[config.mk]
export PLATFORM = sky130hd
export DESIGN_NAME = tim_arbiter_flat
export DESIGN_NICKNAME = d
export VERILOG_FILES = /design/src/rtl/tim_arbiter_if.sv /design/src/rtl/tim_arbiter.sv /design/src/flat_wrapper.sv
export SDC_FILE = /design/constraint.sdc
export NUM_CORES = 1
export LEC_CHECK = 0
export BUFFER_PORTS_ARGS = -buffer_cell sky130_fd_sc_hd__clkbuf_2
export CAP_MARGIN = 20
export CORE_MARGIN = 1
export CORE_UTILIZATION = 40
export CTS_CLUSTER_DIAMETER = 40
export DETAILED_ROUTE_END_ITERATION = 8
export PLACE_DENSITY = 0.72
export RECOVER_POWER = 25
export SYNTH_ARGS = -nofsm -noshare
export SYNTH_HDL_FRONTEND = slang
export SYNTH_SLANG_ARGS = --single-unit
export TNS_END_PERCENT = 50
[constraint.sdc]
create_clock -name clock -period 1.9 [get_ports clock]
set_input_delay 0.19 -clock clock [delete_from_list [all_inputs] [get_ports clock]]
set_output_delay 0.19 -clock clock [all_outputs]
set_load 0.01 [all_outputs]
[src/rtl/tim_arbiter_if.sv]
// Bus bundle between the tim arbiter and its two requesters plus the tim memory.
// slave: arbiter side. master: requesters and tim side (testbench / surrounding core).
interface tim_arbiter_if #(
  parameter int unsigned ADDR_WIDTH = 32
);
  // Fetch port (read only)
  logic                  ireq_valid;
  logic [ADDR_WIDTH-1:0] ireq_addr;
  logic                  irsp_ready;
  logic [31:0]           irsp_rdata;
  // Load/store port
  logic                  dreq_valid;
  logic [ADDR_WIDTH-1:0] dreq_addr;
  logic [31:0]           dreq_wdata;
  logic [3:0]            dreq_wstrb;
  logic                  drsp_ready;
  logic [31:0]           drsp_rdata;
  // Shared tim request port
  logic                  tim_valid;
  logic                  tim_instr;
  logic [ADDR_WIDTH-1:0] tim_addr;
  logic [31:0]           tim_wdata;
  logic [3:0]            tim_wstrb;
  logic [31:0]           tim_rdata;
  logic                  tim_ready;

  modport slave (
    input  ireq_valid, ireq_addr,
    output irsp_ready, irsp_rdata,
    input  dreq_valid, dreq_addr, dreq_wdata, dreq_wstrb,
    output drsp_ready, drsp_rdata,
    output tim_valid, tim_instr, tim_addr, tim_wdata, tim_wstrb,
    input  tim_rdata, tim_ready
  );

  modport master (
    output ireq_valid, ireq_addr,
    input  irsp_ready, irsp_rdata,
    output dreq_valid, dreq_addr, dreq_wdata, dreq_wstrb,
    input  drsp_ready, drsp_rdata,
    input  tim_valid, tim_instr, tim_addr, tim_wdata, tim_wstrb,
    output tim_rdata, tim_ready
  );
endinterface

[src/rtl/tim_arbiter.sv]
// Two-port arbiter in front of the pipelined tim memory. Issues at most one request
// per cycle, holds one losing request per port, routes each response back to the
// port that issued it. Optional macro TIM_ARB_RR_EN: round-robin tie-break between
// two live requests; without it a tie always goes to the load/store port.
module tim_arbiter #(
  parameter int unsigned ADDR_WIDTH = 32
) (
  input logic          clock,
  input logic          reset,  // synchronous, active-low
  tim_arbiter_if.slave bus
);

  typedef enum logic {PortI = 1'b0, PortD = 1'b1} port_e;

  // Pending (captured losing) requests
  logic                  pend_i_q, pend_i_d;
  logic [ADDR_WIDTH-1:0] pend_i_addr_q, pend_i_addr_d;
  logic                  pend_d_q, pend_d_d;
  logic [ADDR_WIDTH-1:0] pend_d_addr_q, pend_d_addr_d;
  logic [31:0]           pend_d_wdata_q, pend_d_wdata_d;
  logic [3:0]            pend_d_wstrb_q, pend_d_wstrb_d;

  // Request in flight inside tim
  logic  owner_v_q, owner_v_d;
  port_e owner_q, owner_d;

`ifdef TIM_ARB_RR_EN
  port_e rr_last_q, rr_last_d;
`endif

  logic  live_i, live_d;
  logic  grant_v;
  port_e grant_port;
  port_e tie_port;
  logic  rsp_v;

  // A live pulse is ignored while the same port already holds a pending entry.
  assign live_i = bus.ireq_valid & ~pend_i_q;
  assign live_d = bus.dreq_valid & ~pend_d_q;

`ifdef TIM_ARB_RR_EN
  assign tie_port = (rr_last_q == PortD) ? PortI : PortD;
`else
  assign tie_port = PortD;
`endif

  // Grant selection: pending beats live, d beats i among pendings, tie rule for live pairs.
  always_comb begin
    grant_v    = 1'b0;
    grant_port = PortD;
    if (pend_d_q) begin
      grant_v    = 1'b1;
      grant_port = PortD;
    end else if (pend_i_q) begin
      grant_v    = 1'b1;
      grant_port = PortI;
    end else if (live_i && live_d) begin
      grant_v    = 1'b1;
      grant_port = tie_port;
    end else if (live_d) begin
      grant_v    = 1'b1;
      grant_port = PortD;
    end else if (live_i) begin
      grant_v    = 1'b1;
      grant_port = PortI;
    end
    if (!reset) begin
      grant_v = 1'b0;
    end
  end

  // Drive the granted request onto tim; fetches always carry zero data and strobes.
  always_comb begin
    bus.tim_valid = grant_v;
    bus.tim_instr = 1'b0;
    bus.tim_addr  = '0;
    bus.tim_wdata = '0;
    bus.tim_wstrb = '0;
    if (grant_v) begin
      if (grant_port == PortI) begin
        bus.tim_instr = 1'b1;
        bus.tim_addr  = pend_i_q ? pend_i_addr_q : bus.ireq_addr;
      end else begin
        bus.tim_addr  = pend_d_q ? pend_d_addr_q  : bus.dreq_addr;
        bus.tim_wdata = pend_d_q ? pend_d_wdata_q : bus.dreq_wdata;
        bus.tim_wstrb = pend_d_q ? pend_d_wstrb_q : bus.dreq_wstrb;
      end
    end
  end

  // Route a tim response to the owner recorded at issue; stray responses are dropped.
  always_comb begin
    rsp_v          = reset & bus.tim_ready & owner_v_q;
    bus.irsp_ready = rsp_v & (owner_q == PortI);
    bus.drsp_ready = rsp_v & (owner_q == PortD);
    bus.irsp_rdata = bus.irsp_ready ? bus.tim_rdata : 32'h0;
    bus.drsp_rdata = bus.drsp_ready ? bus.tim_rdata : 32'h0;
  end

  // Next state: capture live losers, retire granted pendings, record the new owner.
  always_comb begin
    pend_i_d       = pend_i_q;
    pend_i_addr_d  = pend_i_addr_q;
    pend_d_d       = pend_d_q;
    pend_d_addr_d  = pend_d_addr_q;
    pend_d_wdata_d = pend_d_wdata_q;
    pend_d_wstrb_d = pend_d_wstrb_q;
    owner_v_d      = grant_v;
    owner_d        = grant_v ? grant_port : owner_q;

    if (grant_v && grant_port == PortI && pend_i_q) begin
      pend_i_d = 1'b0;
    end
    if (live_i && !(grant_v && grant_port == PortI)) begin
      pend_i_d      = 1'b1;
      pend_i_addr_d = bus.ireq_addr;
    end

    if (grant_v && grant_port == PortD && pend_d_q) begin
      pend_d_d = 1'b0;
    end
    if (live_d && !(grant_v && grant_port == PortD)) begin
      pend_d_d       = 1'b1;
      pend_d_addr_d  = bus.dreq_addr;
      pend_d_wdata_d = bus.dreq_wdata;
      pend_d_wstrb_d = bus.dreq_wstrb;
    end
  end

`ifdef TIM_ARB_RR_EN
  // Tie-break history: remember the port of every grant.
  always_comb begin
    rr_last_d = rr_last_q;
    if (grant_v) begin
      rr_last_d = grant_port;
    end
  end

  // Reset to "d granted last" so i wins the first tie.
  always_ff @(posedge clock) begin
    if (!reset) begin
      rr_last_q <= PortD;
    end else begin
      rr_last_q <= rr_last_d;
    end
  end
`endif

  // State registers; reset discards pending and in-flight requests.
  always_ff @(posedge clock) begin
    if (!reset) begin
      pend_i_q       <= 1'b0;
      pend_i_addr_q  <= '0;
      pend_d_q       <= 1'b0;
      pend_d_addr_q  <= '0;
      pend_d_wdata_q <= '0;
      pend_d_wstrb_q <= '0;
      owner_v_q      <= 1'b0;
      owner_q        <= PortI;
    end else begin
      pend_i_q       <= pend_i_d;
      pend_i_addr_q  <= pend_i_addr_d;
      pend_d_q       <= pend_d_d;
      pend_d_addr_q  <= pend_d_addr_d;
      pend_d_wdata_q <= pend_d_wdata_d;
      pend_d_wstrb_q <= pend_d_wstrb_d;
      owner_v_q      <= owner_v_d;
      owner_q        <= owner_d;
    end
  end

endmodule
[src/flat_wrapper.sv]
// flat-port wrapper written by rule: the top's interface ports become plain ports
module tim_arbiter_flat 
#(
  parameter int unsigned ADDR_WIDTH = 32
)
  (clock, reset, bus_ireq_valid, bus_ireq_addr, bus_irsp_ready, bus_irsp_rdata, bus_dreq_valid, bus_dreq_addr, bus_dreq_wdata, bus_dreq_wstrb, bus_drsp_ready, bus_drsp_rdata, bus_tim_valid, bus_tim_instr, bus_tim_addr, bus_tim_wdata, bus_tim_wstrb, bus_tim_rdata, bus_tim_ready);
  tim_arbiter_if #(.ADDR_WIDTH(ADDR_WIDTH)) bus_i ();
  input logic clock;
  input logic reset;
  input wire logic [$bits(bus_i.ireq_valid)-1:0] bus_ireq_valid;
  input wire logic [$bits(bus_i.ireq_addr)-1:0] bus_ireq_addr;
  output wire logic [$bits(bus_i.irsp_ready)-1:0] bus_irsp_ready;
  output wire logic [$bits(bus_i.irsp_rdata)-1:0] bus_irsp_rdata;
  input wire logic [$bits(bus_i.dreq_valid)-1:0] bus_dreq_valid;
  input wire logic [$bits(bus_i.dreq_addr)-1:0] bus_dreq_addr;
  input wire logic [$bits(bus_i.dreq_wdata)-1:0] bus_dreq_wdata;
  input wire logic [$bits(bus_i.dreq_wstrb)-1:0] bus_dreq_wstrb;
  output wire logic [$bits(bus_i.drsp_ready)-1:0] bus_drsp_ready;
  output wire logic [$bits(bus_i.drsp_rdata)-1:0] bus_drsp_rdata;
  output wire logic [$bits(bus_i.tim_valid)-1:0] bus_tim_valid;
  output wire logic [$bits(bus_i.tim_instr)-1:0] bus_tim_instr;
  output wire logic [$bits(bus_i.tim_addr)-1:0] bus_tim_addr;
  output wire logic [$bits(bus_i.tim_wdata)-1:0] bus_tim_wdata;
  output wire logic [$bits(bus_i.tim_wstrb)-1:0] bus_tim_wstrb;
  input wire logic [$bits(bus_i.tim_rdata)-1:0] bus_tim_rdata;
  input wire logic [$bits(bus_i.tim_ready)-1:0] bus_tim_ready;
  assign bus_i.ireq_valid = bus_ireq_valid;
  assign bus_i.ireq_addr = bus_ireq_addr;
  assign bus_irsp_ready = bus_i.irsp_ready;
  assign bus_irsp_rdata = bus_i.irsp_rdata;
  assign bus_i.dreq_valid = bus_dreq_valid;
  assign bus_i.dreq_addr = bus_dreq_addr;
  assign bus_i.dreq_wdata = bus_dreq_wdata;
  assign bus_i.dreq_wstrb = bus_dreq_wstrb;
  assign bus_drsp_ready = bus_i.drsp_ready;
  assign bus_drsp_rdata = bus_i.drsp_rdata;
  assign bus_tim_valid = bus_i.tim_valid;
  assign bus_tim_instr = bus_i.tim_instr;
  assign bus_tim_addr = bus_i.tim_addr;
  assign bus_tim_wdata = bus_i.tim_wdata;
  assign bus_tim_wstrb = bus_i.tim_wstrb;
  assign bus_i.tim_rdata = bus_tim_rdata;
  assign bus_i.tim_ready = bus_tim_ready;
  tim_arbiter #(.ADDR_WIDTH(ADDR_WIDTH)) u_core (.clock(clock), .reset(reset), .bus(bus_i));
endmodule
==> results.yml <==
detailed_routing:
  drcViolationCount: 0
  dr.pass1.iters: 4
  dr_total_vias: 6079
  antenna_left: 0
  avgViaCountPerCell: 5.22
  routed_wl_um: 18300
  wl_per_cell_um: 15.7
  first_iter_violations: 354
sta:
  min_period_ps: 1860
  slew-limit-headroom_pct: 51.4
  finalSetupTns_ps: 0
  setup_viol: 0
  setup_ws_ps: 41.9
  hold_viol: 0
  skew_ps: 11.1
  fmax_mhz: 538
  finalCritPeriodShare_pct: 97.8
  rsz0062_at_grt: "true"
  tightestPinTransition_ps: 727
  final_max_slew_viol_count: 0
grt:
  grt_pass1_vias: 5460
  overflow: 0
  grt_use_total_pct: 22.5
  grt_max_degree: 56
  grt_pass1_wl_um: 28500
  antenna_found_initial: 0
synth:
  yosysTopAreaCellShare_pct: 34.0
  synth_cell_type_count: 23
  synth_area_leaders: "dfxtp_1 (34%), mux2i_1 (22%), or3b_1 (9.7%)"
  yosys_warnings: 0
  yosysSeqAreaShare_pct: 34.0
  syn_nets: 874
  yosysTopAreaCell: "dfxtp_1"
  syn_area_per_cell_sq_um: 8.32
  synth_area_sq_um: 6130
  yosys_register_bits: 104
  syn_inst: 737
floorplanning:
  core-area_sq_um: 14800
  rows: 44
  die_area_sq_um: 15800
  initial_core_util_pct: 41.6
  dieWidth_um: 126
  io_pins: 273
  die_h_um: 126
worst_hold_path:
  hold_path_class: "in -> reg"
  holdPathEnd: "u_core.pend_i_addr_q[3]"
  hp-start: "bus_ireq_addr[3]"
  hold_depth: 3
worst_setup_path:
  cp-end-kind: "primary output"
  crit_path_frequent_cell: "buf_12"
  reg2reg_depth: 5
  crit_required_ps: 1710
  r2r-end: "u_core.pend_i_addr_q[1]"
  cp-start-kind: "flop"
  critPathSlowestCell: "dfxtp_4"
  reg2reg_slack_ps: 90
  crit_chain: "buf_12 -> nor2b_4 -> o21ai_4 -> buf_12 -> buf_6 -> o22ai_1 -> buf_2"
  critPathMaxFanout: 12
  reg2reg_from: "u_core.pend_i_q"
  arrival_ps: 1670
  slowest_delay_ps: 380
  crit_type: "reg -> out"
cts:
  clk_pin_slew_ps: 80
  cts_buffers: 9
  cts_buffer_depth: 2
  htreeDepth: 3
  clock_sinks: 104
  root_buffer: "clkbuf_16"
  insertion_delay_ps: 350
  cts_tree: "yes"
cells_and_area:
  postLayoutCellArea_sq_um: 8220
  layout.nets: 1113
  nFillCells: 1411
  num_antenna_cells: 0
  area_delta_synth_final_pct: 34.1
  post_route_cells_drive_above_1_share_pct: 34.7
  stdcell_count: 1165
place:
  gp_congestion: 0.759
  port_buffers: 272
  dp.cells: 1141
  dp_hpwl_um: 12600
  place_ws_ps: 66.5
  dpl_cell_area_sq_um: 7720
run:
  cap_violations: 0
pwr:
  p_leak_uw: 0.00362
  powerDensity_nw_per_um2: 662
  max-vdd-ir-drop_v: 0.000409
  finalPower_uw: 5450
outcome:
  status: "completed"
==> cells in the mapped netlist <==
master / n
nand2_1: 64
a21oi_2: 1
o21ai_0: 10
and2_1: 64
nor2_1: 41
buf_6: 4
inv_2: 2
inv_1: 2
nand2b_1: 2
o22ai_1: 32
or3b_1: 68
clkbuf_1: 46
dfxtp_1: 104
o21ai_1: 60
mux2i_1: 132
nand3_1: 1
nor3_1: 1
o21a_1: 1
buf_1: 6
nand2b_4: 1
buf_2: 20
a21oi_1: 71
nor2b_1: 4
==> cell usage in the layout (no fill, tap or decap), types with 2 or more instances in the layout <==
cell type	instances
o21ai_4	3
nand2b_1	2
or3b_1	68
clkinvlp_4	3
a21oi_1	71
o22ai_1	30
mux2i_1	131
nand2_1	64
nor2_4	2
nor2_1	35
buf_2	9
inv_6	2
nor2_2	4
o21ai_0	10
clkbuf_2	263
inv_2	2
buf_4	12
o22ai_2	2
buf_6	2
clkbuf_16	9
o21ai_1	58
nor2b_4	2
and2_1	64
dfxtp_4	2
inv_1	2
dfxtp_1	102
buf_12	13
==> sequential cells by signal, summed over array words and instances, names as in the netlist <==
register	flops
u_core.owner_q	1
u_core.owner_v_q	1
u_core.pend_d_addr_q	32
u_core.pend_d_q	1
u_core.pend_d_wdata_q	32
u_core.pend_d_wstrb_q	4
u_core.pend_i_addr_q	32
u_core.pend_i_q	1
==> how the worst max path moves through the flow <==
stage,startpoint,endpoint,slack [ps],cells after the start
final,u_core.pend_i_q,bus_tim_addr[14],40,7
after global routing,u_core.pend_i_q,bus_tim_addr[15],-30,3
after CTS,u_core.pend_i_q,bus_tim_wdata[5],-30,7
after detailed placement,bus_ireq_valid,bus_tim_addr[14],70,5
after global placement,bus_ireq_valid,bus_tim_addr[27],170,5
after floorplan,u_core.pend_i_q,bus_tim_wdata[25],400,6
==> per-layer routing <==
layer	up-vias	global-route usage [%]	part of all wire (%)
met2	153	35.8	46
met5	-	0	0
met3	18	3.87	4.6
li1	3077	-	-
met4	0	5.53	1.2
met1	2831	31.5	48
==> cell families after synthesis <==
| family | Yosys count | share of synthesized area [%] |
|---|---|---|
| buffers and inverters | 80 | 5.79 |
| AOI/OAI and AO/OA | 175 | 15.0 |
| muxes | 132 | 21.5 |
| DFF | 104 | 34.0 |
| and+or+nand+nor | 246 | 23.7 |
==> what timing repair did <==
action,in CTS,in global routing
pin swaps,2,2
hold buffers,0,0
cloned,3,0
setup buffers,5,0
endpoints found under the setup margin,68,29
gates resized for setup,15,22
==> through the flow <==
step	hold WS, ps	utilization [%]
after floorplan	332	-
after global placement	436	52.3
after detailed placement	441	52.3
after CTS	63.4	55.6
after global routing	77.1	55.7
final	74.0	55.7
==> report_power, final <==
part           switching, uW  internal (uW)  total, uW  leakage, uW
Sequential              69.4           2310       2380     0.000854
Clock                    886            900       1790     0.000128
Combinational            691            593       1280      0.00263
==> critical path: cells and delay by family, from the launching register on <==
| kind | cells | cell delay, ps |
|---|---|---|
| compound gates | 2 | 220 |
| flops | 1 | 380 |
| simple gates | 1 | 120 |
| buf+inv | 4 | 600 |
==> layout make-up <==
cell class,count,area (sq um),share of cell area [%]
Clock buffer,9,225,2.74
Multi-Input combinational cell,554,3790,46.1
Timing Repair Buffer,303,1820,22.1
Clock inverter,7,53.8,0.654
Tap cell,184,230,2.80
Sequential cell,104,2090,25.4
Inverter,4,15.0,0.183
No activity file was read; power rests on OpenSTA's default activity.
